File: src/rtl/key_click_decoder.sv
// Turns debounced key presses into single-click, double-click and long-press pulses.
// Only the synchronized key level drives release detection; key_flag marks each press.
module key_click_decoder #(
  parameter logic [25:0] LONG_CNT = 26'd49_999_999,
  parameter logic [25:0] DBL_WIN  = 26'd14_999_999
) (
  input  logic       sys_clk,
  input  logic       sys_rst_n,
  input  logic       key_in,
  input  logic       key_flag,
  output logic       single_click,
  output logic       double_click,
  output logic       long_press,
  output logic       busy,
  output logic [2:0] state_dbg
);

  typedef enum logic [2:0] {
    IDLE      = 3'd0,
    PRESS1    = 3'd1,
    LONG_HOLD = 3'd2,
    WAIT2     = 3'd3,
    PRESS2    = 3'd4
  } state_t;

  state_t      state;
  logic [25:0] cnt;
  logic        key_meta;
  logic        key_s;

  // Reset to 1 so a key held through reset is not seen as a release.
  always_ff @(posedge sys_clk or negedge sys_rst_n) begin
    if (!sys_rst_n) begin
      key_meta <= 1'b1;
      key_s    <= 1'b1;
    end else begin
      key_meta <= key_in;
      key_s    <= key_meta;
    end
  end

  always_ff @(posedge sys_clk or negedge sys_rst_n) begin
    if (!sys_rst_n) begin
      state        <= IDLE;
      cnt          <= 26'd0;
      single_click <= 1'b0;
      double_click <= 1'b0;
      long_press   <= 1'b0;
      busy         <= 1'b0;
    end else begin
      single_click <= 1'b0;
      double_click <= 1'b0;
      long_press   <= 1'b0;
      case (state)
        IDLE: begin
          if (key_flag) begin
            state <= PRESS1;
            cnt   <= 26'd0;
            busy  <= 1'b1;
          end
        end
        PRESS1: begin
          // Release wins over long expiry on the same edge.
          if (key_s) begin
            state <= WAIT2;
            cnt   <= 26'd0;
          end else if (cnt == LONG_CNT) begin
            long_press <= 1'b1;
            state      <= LONG_HOLD;
            cnt        <= 26'd0;
          end else begin
            cnt <= cnt + 26'd1;
          end
        end
        LONG_HOLD: begin
          if (key_s) begin
            state <= IDLE;
            cnt   <= 26'd0;
            busy  <= 1'b0;
          end
        end
        WAIT2: begin
          // key_s is ignored here, so release bounce cannot disturb the window.
          if (key_flag) begin
            double_click <= 1'b1;
            state        <= PRESS2;
            cnt          <= 26'd0;
          end else if (cnt == DBL_WIN) begin
            single_click <= 1'b1;
            state        <= IDLE;
            cnt          <= 26'd0;
            busy         <= 1'b0;
          end else begin
            cnt <= cnt + 26'd1;
          end
        end
        PRESS2: begin
          if (key_s) begin
            state <= IDLE;
            cnt   <= 26'd0;
            busy  <= 1'b0;
          end
        end
        default: begin
          state <= IDLE;
          cnt   <= 26'd0;
          busy  <= 1'b0;
        end
      endcase
    end
  end

  assign state_dbg = state;

endmodule
File: config.mk
export PLATFORM = sky130hd
export DESIGN_NAME = key_click_decoder
export DESIGN_NICKNAME = d
export VERILOG_FILES = /design/src/rtl/key_click_decoder.sv
export SDC_FILE = /design/constraint.sdc
export NUM_CORES = 1
export LEC_CHECK = 0
export BUFFER_PORTS_ARGS = -buffer_cell sky130_fd_sc_hd__buf_2
export CAP_MARGIN = 20
export CORE_MARGIN = 3
export CORE_UTILIZATION = 60
export DETAILED_ROUTE_END_ITERATION = 12
export PLACE_DENSITY = 0.79
export SYNTH_ARGS = -nofsm -noshare
export SYNTH_HDL_FRONTEND = slang
export SYNTH_SLANG_ARGS = --single-unit
File: constraint.sdc
create_clock -name sys_clk -period 2.2 [get_ports sys_clk]
set_input_delay 0.44 -clock sys_clk [delete_from_list [all_inputs] [get_ports sys_clk]]
set_output_delay 0.44 -clock sys_clk [all_outputs]
set_load 0.01 [all_outputs]
==> results of run 1 <==
==> metal layers <==
metal  up-vias  global-route usage [%]  routed length [um]
met5         -                       0                   0
li1        829                       -                   -
met4         0                   7.008                  59
met2        60                   38.85                2304
met3         9                   5.704                 268
met1       869                   34.22                2118
==> cell usage after synthesis (6+ instances only) <==
master                      count  area share (%)
sky130_fd_sc_hd__clkbuf_1       7             1.3
sky130_fd_sc_hd__a21oi_1       10             2.5
sky130_fd_sc_hd__o21ai_0       17             4.3
sky130_fd_sc_hd__xor2_1         8             3.5
sky130_fd_sc_hd__dfrtp_1       33              42
sky130_fd_sc_hd__nand2_1       14             2.7
sky130_fd_sc_hd__nor2_1        17             3.2
sky130_fd_sc_hd__nor3_1         6             1.5
sky130_fd_sc_hd__nand4_1        8             2.5
sky130_fd_sc_hd__or3_1          7             2.2
sky130_fd_sc_hd__o2111ai_1      7             3.1
==> area by class of cell <==
class | instances | area (um2) | share of cell area (%)
clock buffer | 6 | 51.30 | 2.271
clock inverter | 2 | 35.03 | 1.551
inverter | 2 | 7.507 | 0.3324
multi-input combinational | 160 | 1054 | 46.65
sequential | 35 | 878.3 | 38.89
tap | 44 | 55.05 | 2.438
timing repair buffer | 27 | 177.7 | 7.867
==> report_power, final <==
group / total, uW / switching, uW / internal, uW
clock network: 489 / 220 / 269
registers: 759 / 62.2 / 697
logic: 617 / 381 / 236
==> state kept, by name (all words and copies together) (netlist names) <==
signal,flops
busy,1
cnt,26
double_click,1
key_meta,1
key_s,1
long_press,1
single_click,1
state_dbg,3
==> critical path, delay by kind of cell, from the launching register on <==
| family | cells | cell delay, ns |
|---|---|---|
| AOI/OAI and AO/OA | 1 | 0.21 |
| and+or+nand+nor | 4 | 0.78 |
| DFF | 1 | 0.47 |
| buffers and inverters | 3 | 0.54 |
==> cells by family after synthesis <==
family | after synthesis | share of synthesized area (%)
AND/OR/NAND/NOR | 87 | 24.43
AO/OA/AOI/OAI | 58 | 20.32
multiplexers | 3 | 1.519
XOR/XNOR | 11 | 4.874
adder cells (fa/ha/maj) | 1 | 0.6328
flip-flops | 35 | 44.43
buffers and inverters | 14 | 3.797
==> metrics by stage <==
stage,util (%),setup TNS [ns],cells
floorplan,-,0,209
finish,72.78,0,276
global route,72.78,-0.1056,276
detailed placement,69.03,0,268
global placement,69.03,0,268
CTS,71.81,0,276
==> final timing paths <==
path,cells after the start,start,end,slack [ns]
worst max-delay path,8,cnt[23]$_DFFE_PN0P_,cnt[9]$_DFFE_PN0P_,0.10
worst min-delay path,1,sys_rst_n,cnt[12]$_DFFE_PN0P_,0.15
worst max register to register,8,cnt[23]$_DFFE_PN0P_,cnt[9]$_DFFE_PN0P_,0.10
worst min register to register,0,key_meta$_DFF_PN1_,key_s$_DFF_PN1_,0.36
max in group asynchronous,1,sys_rst_n,cnt[10]$_DFFE_PN0P_,1.55
min in group sys_clk,1,key_in,key_meta$_DFF_PN1_,0.19
==> results.txt, run 1 <==
----------------------------------------------------
[Final layout]
  Commonest non-fill, non-tap cells in the layout ... sky130_fd_sc_hd__dfrtp_1 (33), sky130_fd_sc_hd__nor2_1 (17), sky130_fd_sc_hd__buf_4 (17), sky130_fd_sc_hd__o21ai_0 (16), sky130_fd_sc_hd__nand2_1 (14)
  Most frequent standard cell in the layout excluding fill and tap cells ... sky130_fd_sc_hd__dfrtp_1
  Filler cells ... ~250
  Share of final-layout standard cells stronger than drive strength 1 ... around 18%
  Number of antenna cells inserted ... 0
  Post-route cell area ... around 0.0023 mm2
  Synth-to-Final Area Change ... 14.24%
  Post-layout net count ... 236

[Timing]
  Fin. max-slew vios ... 0
  Least-Margin Pin Slew ... approximately 0.76 ns
  Max Clock Freq ... between 400 and 500 MHz
  Number of setup violations in the final report ... 0
  Fin crit period ... about 2.1 ns
  Worst-case headroom to the max-slew limit ... 49.50%
  Final hold viol count ... 0
  Final Skew ... 0.01973 ns
  Period utilisation layout ... between 90% and 100%
  Min setup slack post-route ... 0.1012 ns
  WHS ... 0.1463 ns

[Global route]
  Vias in the first global route ... roughly 1700
  Global route overflow ... 0
  Global-route wire length before repair ... 7872 um
  GRT Util Overall ... between 20 and 25%
  Antenna violations before repair ... 0
  Pin count of the biggest net entering global routing ... 36

[Pwr]
  Total power after layout ... around 1900 uW
  Static leakage ... about 0.00093 uW
  IR Drop Worst-Case VDD ... 0.6313 mV
  Cell Pwr Density ... 825.5 mW/mm2

[Detailed routing]
  Per-cell routed wire length ... approximately 17 um
  Detailed-router iteration count before antenna repair ... 5
  Final wirelength ... ~4800 um
  Via count ... approximately 1800
  DRC violation count after routing ... 0
  DR iter-0 viols ... about 160
  Vias/cell ... around 6.4
  Antenna-violating nets left ... 0

[Yosys]
  Fraction of registers with async set or reset after synthesis ... 100.0%
  Number of standard cells after synthesis ... between 200 and 250
  Warnings from Yosys ... 0
  Number of flip-flops and latches in the synthesized netlist ... 35
  Register area share after synthesis ... ~44%
  Distinct cells, synth ... 46
  Post-synthesis area per instance ... between 9 and 10 um2
  Net count after synthesis ... between 200 and 250
  Predominant post-synthesis flop cell ... sky130_fd_sc_hd__dfrtp_1
  Post-synth EDFFs ... 0
  Post-synthesis cell area ... ~0.0020 mm2

[Clock tree]
  Clock net sink count ... 35
  H-Tree Depth ... 2
  TritonCTS clock tree ... yes
  Resized cells post-CTS ... 0
  Total setup buffers inserted after CTS ... 0
  Clock insertion delay at the later pin of the skew report ... 0.35 ns
  Hold buffer count at cts ... 0
  Bufs on Longest Clock Path ... 2
  Clock slew seen by the registers of the worst setup and hold paths ... roughly 0.12 ns
  Root Driver ... sky130_fd_sc_hd__clkbuf_4
  Number of buffers inserted during clock tree synthesis ... 5

[Die]
  Die X-Extent ... 63.40 um
  Die extent in y ... roughly 63 um
  Initial Util ... a little under two thirds
  Area of the core ... between 0.003 and 0.004 mm2
  Standard-cell row count ... 20
  Top-Level Pins ... 11
  Die outline area ... approximately 0.004 mm2

[Worst setup path]
  Slowest cell on the critical path ... sky130_fd_sc_hd__dfrtp_1
  Required arrival time at the worst endpoint ... roughly 2.4 ns
  Cell occurring most often along the worst timing path ... sky130_fd_sc_hd__buf_4
  Critical path type ... reg -> reg
  Delay contributed by the slowest stage of the critical path ... roughly 0.47 ns
  Series of cell instances along the critical path ... nor4bb_4, buf_4, nand4_1, o21ai_1, buf_4, and3b_1, buf_4, nor2_1
  Startpoint kind of the worst setup timing path ... flip-flop
  Element type at the critical path end ... flip-flop
  Max FO, Critical Path ... 10
  Data arrival time of the critical path ... 2.33 ns

[Placed design]
  Post-placement worst setup slack ... 0.1008 ns
  Placed Area ... 0.002142 mm2
  Gp weighted congestion ... around 0.87
  Final HPWL from detailed placement ... between 3000 and 4000 um
  Count of buffers inserted at the top-level ports ... 10

[Outcome]
  Status ... complete, no violations

[Job]
  Number of maximum-capacitance constraint violations ... 0

[Min path]
  Hold WC Path Type ... in -> async

----------------------------------------------------
No activity file was read; power rests on OpenSTA's default activity.
==> run 2: changes to the inputs <==
clock period = 2.4 ns   (was 2.2 ns; I/O delays follow)
==> run 2 against run 1 <==
Effect of this change: first-iteration DRC count fell by 11%; critical path depth fell by 2; clock skew fell by 0.0071 ns; via count fell by 2.7%; clock power fell by 8.4%.
==> results.txt, run 2 (same netlist as run 1, synthesis figures left out) <==
----------------------------------------------------
[Min path]
  Hold WC Path Type ... in -> async

[Timing]
  WHS ... approximately 0.18 ns
  Fin. max-slew vios ... 0
  Least-Margin Pin Slew ... ~0.76 ns
  Final hold viol count ... 0
  Max Clock Freq ... between 400 and 500 MHz
  Worst-case headroom to the max-slew limit ... 49.20%
  Fin crit period ... ~2.2 ns
  Total Neg Setup Slack ... 0 ns
  Number of setup violations in the final report ... 0
  Period utilisation layout ... 92.67%
  Final Skew ... ~0.013 ns
  RSZ-0062 raised after global routing ... no

[Clock tree]
  Total setup buffers inserted after CTS ... 0
  Clock slew seen by the registers of the worst setup and hold paths ... ~0.11 ns
  Number of buffers inserted during clock tree synthesis ... 5
  H-Tree Depth ... 2
  Clock net sink count ... 35
  Root Driver ... sky130_fd_sc_hd__clkbuf_4
  Bufs on Longest Clock Path ... 2
  Clock insertion delay at the later pin of the skew report ... about 0.36 ns
  TritonCTS clock tree ... yes

[Worst setup path]
  Required arrival time at the worst endpoint ... ~2.6 ns
  Startpoint kind of the worst setup timing path ... flip-flop
  Element type at the critical path end ... flip-flop
  Max FO, Critical Path ... 10
  Delay contributed by the slowest stage of the critical path ... 0.44 ns
  Reg-to-reg slack, setup ... 0.18 ns
  Series of cell instances along the critical path ... or3_1, or4_4, o21ai_4, and3b_1, buf_4, nor2_1
  Critical path type ... reg -> reg
  Data arrival time of the critical path ... ~2.5 ns
  Slowest cell on the critical path ... sky130_fd_sc_hd__or4_4

[Detailed routing]
  Antenna-violating nets left ... 0
  Vias/cell ... 6.438
  Detailed-router iteration count before antenna repair ... 4
  Final wirelength ... 4336 um
  DR iter-0 viols ... 138
  DRC violation count after routing ... 0
  Per-cell routed wire length ... 16.24 um
  Via count ... 1719

[Final layout]
  Post-layout net count ... ~230
  Commonest non-fill, non-tap cells in the layout ... sky130_fd_sc_hd__dfrtp_1 (33), sky130_fd_sc_hd__nor2_1 (17), sky130_fd_sc_hd__o21ai_0 (17), sky130_fd_sc_hd__nand2_1 (14)
  Synth-to-Final Area Change ... 9.620%
  Share of final-layout standard cells stronger than drive strength 1 ... between 10% and 20%
  Register with the highest flop count ... cnt
  Most frequent standard cell in the layout excluding fill and tap cells ... sky130_fd_sc_hd__dfrtp_1
  Number of antenna cells inserted ... 0
  Max FFs per register ... 26
  Post-route cell area ... about 0.0022 mm2

[Die]
  Area of the core ... between 0.003 and 0.004 mm2
  Die outline area ... around 0.004 mm2
  Initial Util ... approximately 64%
  Die extent in y ... about 63 um
  Die X-Extent ... around 63 um
  Standard-cell row count ... 20
  Top-Level Pins ... 11

[Pwr]
  Switching power ... between 500 and 600 uW
  Switching share of total power ... between 30% and 40%
  Internal Power ... around 1100 uW
  Share of power burned in combinational logic ... between 30% and 40%
  Cell Pwr Density ... ~770 mW/mm2
  Static leakage ... 0.0008885 uW
  IR Drop Worst-Case VDD ... ~0.52 mV
  Reg power frac ... approximately 41%
  Proportion of power drawn by the clock network ... about a quarter

[Global route]
  GRT Util Overall ... 24.19%
  Global route overflow ... 0
  Global-route wire length before repair ... ~7500 um
  Vias in the first global route ... about 1500
  Pin count of the biggest net entering global routing ... 36
  Antenna violations before repair ... 0

[Placed design]
  Gp weighted congestion ... 0.9134
  Final HPWL from detailed placement ... 3057 um
  Count of buffers inserted at the top-level ports ... 10
  Placed Area ... 0.002074 mm2

[Outcome]
  Status ... complete, no violations

[Job]
  Number of maximum-capacitance constraint violations ... 0

----------------------------------------------------
run 2: cell types whose count changed in the layout (fill, tap and decap cells not counted), sizes merged:
| cell | previous run | this run |
|---|---|---|
| buf | 27 | 18 |
run 2: cell type report:
cell class | instances | area (um2)
Multi-Input combinational cell | 160 | 1030
Fill cell | 262 | 935.9
Sequential cell | 35 | 878.3
Timing Repair Buffer | 18 | 110.1
Tap cell | 44 | 55.05
Clock buffer | 6 | 51.30
Clock inverter | 2 | 35.03
Inverter | 2 | 7.507
run 2: path summary, 6_finish.rpt:
kind / from / endpoint / cells past startpoint
max in group asynchronous: sys_rst_n / cnt[20]$_DFFE_PN0P_ / 1
setup reg to reg: cnt[7]$_DFFE_PN0P_ / cnt[7]$_DFFE_PN0P_ / 6
hold reg to reg: key_meta$_DFF_PN1_ / key_s$_DFF_PN1_ / 0
min in group sys_clk: key_in / key_meta$_DFF_PN1_ / 1
hold / removal: sys_rst_n / double_click$_DFF_PN0_ / 1
setup / recovery: cnt[7]$_DFFE_PN0P_ / cnt[7]$_DFFE_PN0P_ / 6
run 2: metal layers:
metal | track usage (%) | share of wire [%]
met3 | 4.813 | 6.7
met5 | 0 | 0
met1 | 35.22 | 46
met4 | 11.32 | 2.1
met2 | 34.42 | 45
run 2: worst max-delay path, delay by kind of cell (launching register included):
kind / cells / cell delay, ns
flip-flops: 1 / 0.43
AND/OR/NAND/NOR: 4 / 1.23
buffers and inverters: 1 / 0.20
AO/OA/AOI/OAI: 1 / 0.26
run 2: power groups by stage:
stage | Combinational, uW | Sequential (uW) | Clock, uW
final | 540 | 691 | 448
after global routing | 599 | 702 | 484
after CTS | 536 | 691 | 457
after detailed placement | 534 | 703 | 0
after global placement | 518 | 700 | 0
after floorplan | 396 | 703 | 0
run 2: what timing repair did:
item	4_1_cts	5_1_grt
hold buffers	0	0
resized for setup	0	2
endpoints found under the setup margin	0	11
run 2: per-stage QoR:
| step | total power, uW | setup slack (ns) | std cells | util, % |
|---|---|---|---|---|
| after floorplan | 1099 | 0.4188 | 209 | - |
| after global routing | 1784 | 0.01991 | 267 | 69.84 |
| final | 1679 | 0.1759 | 267 | 69.84 |
| after CTS | 1685 | 0.1835 | 267 | 69.64 |
| after detailed placement | 1237 | 0.2052 | 259 | 66.85 |
| after global placement | 1218 | 0.2739 | 259 | 66.85 |
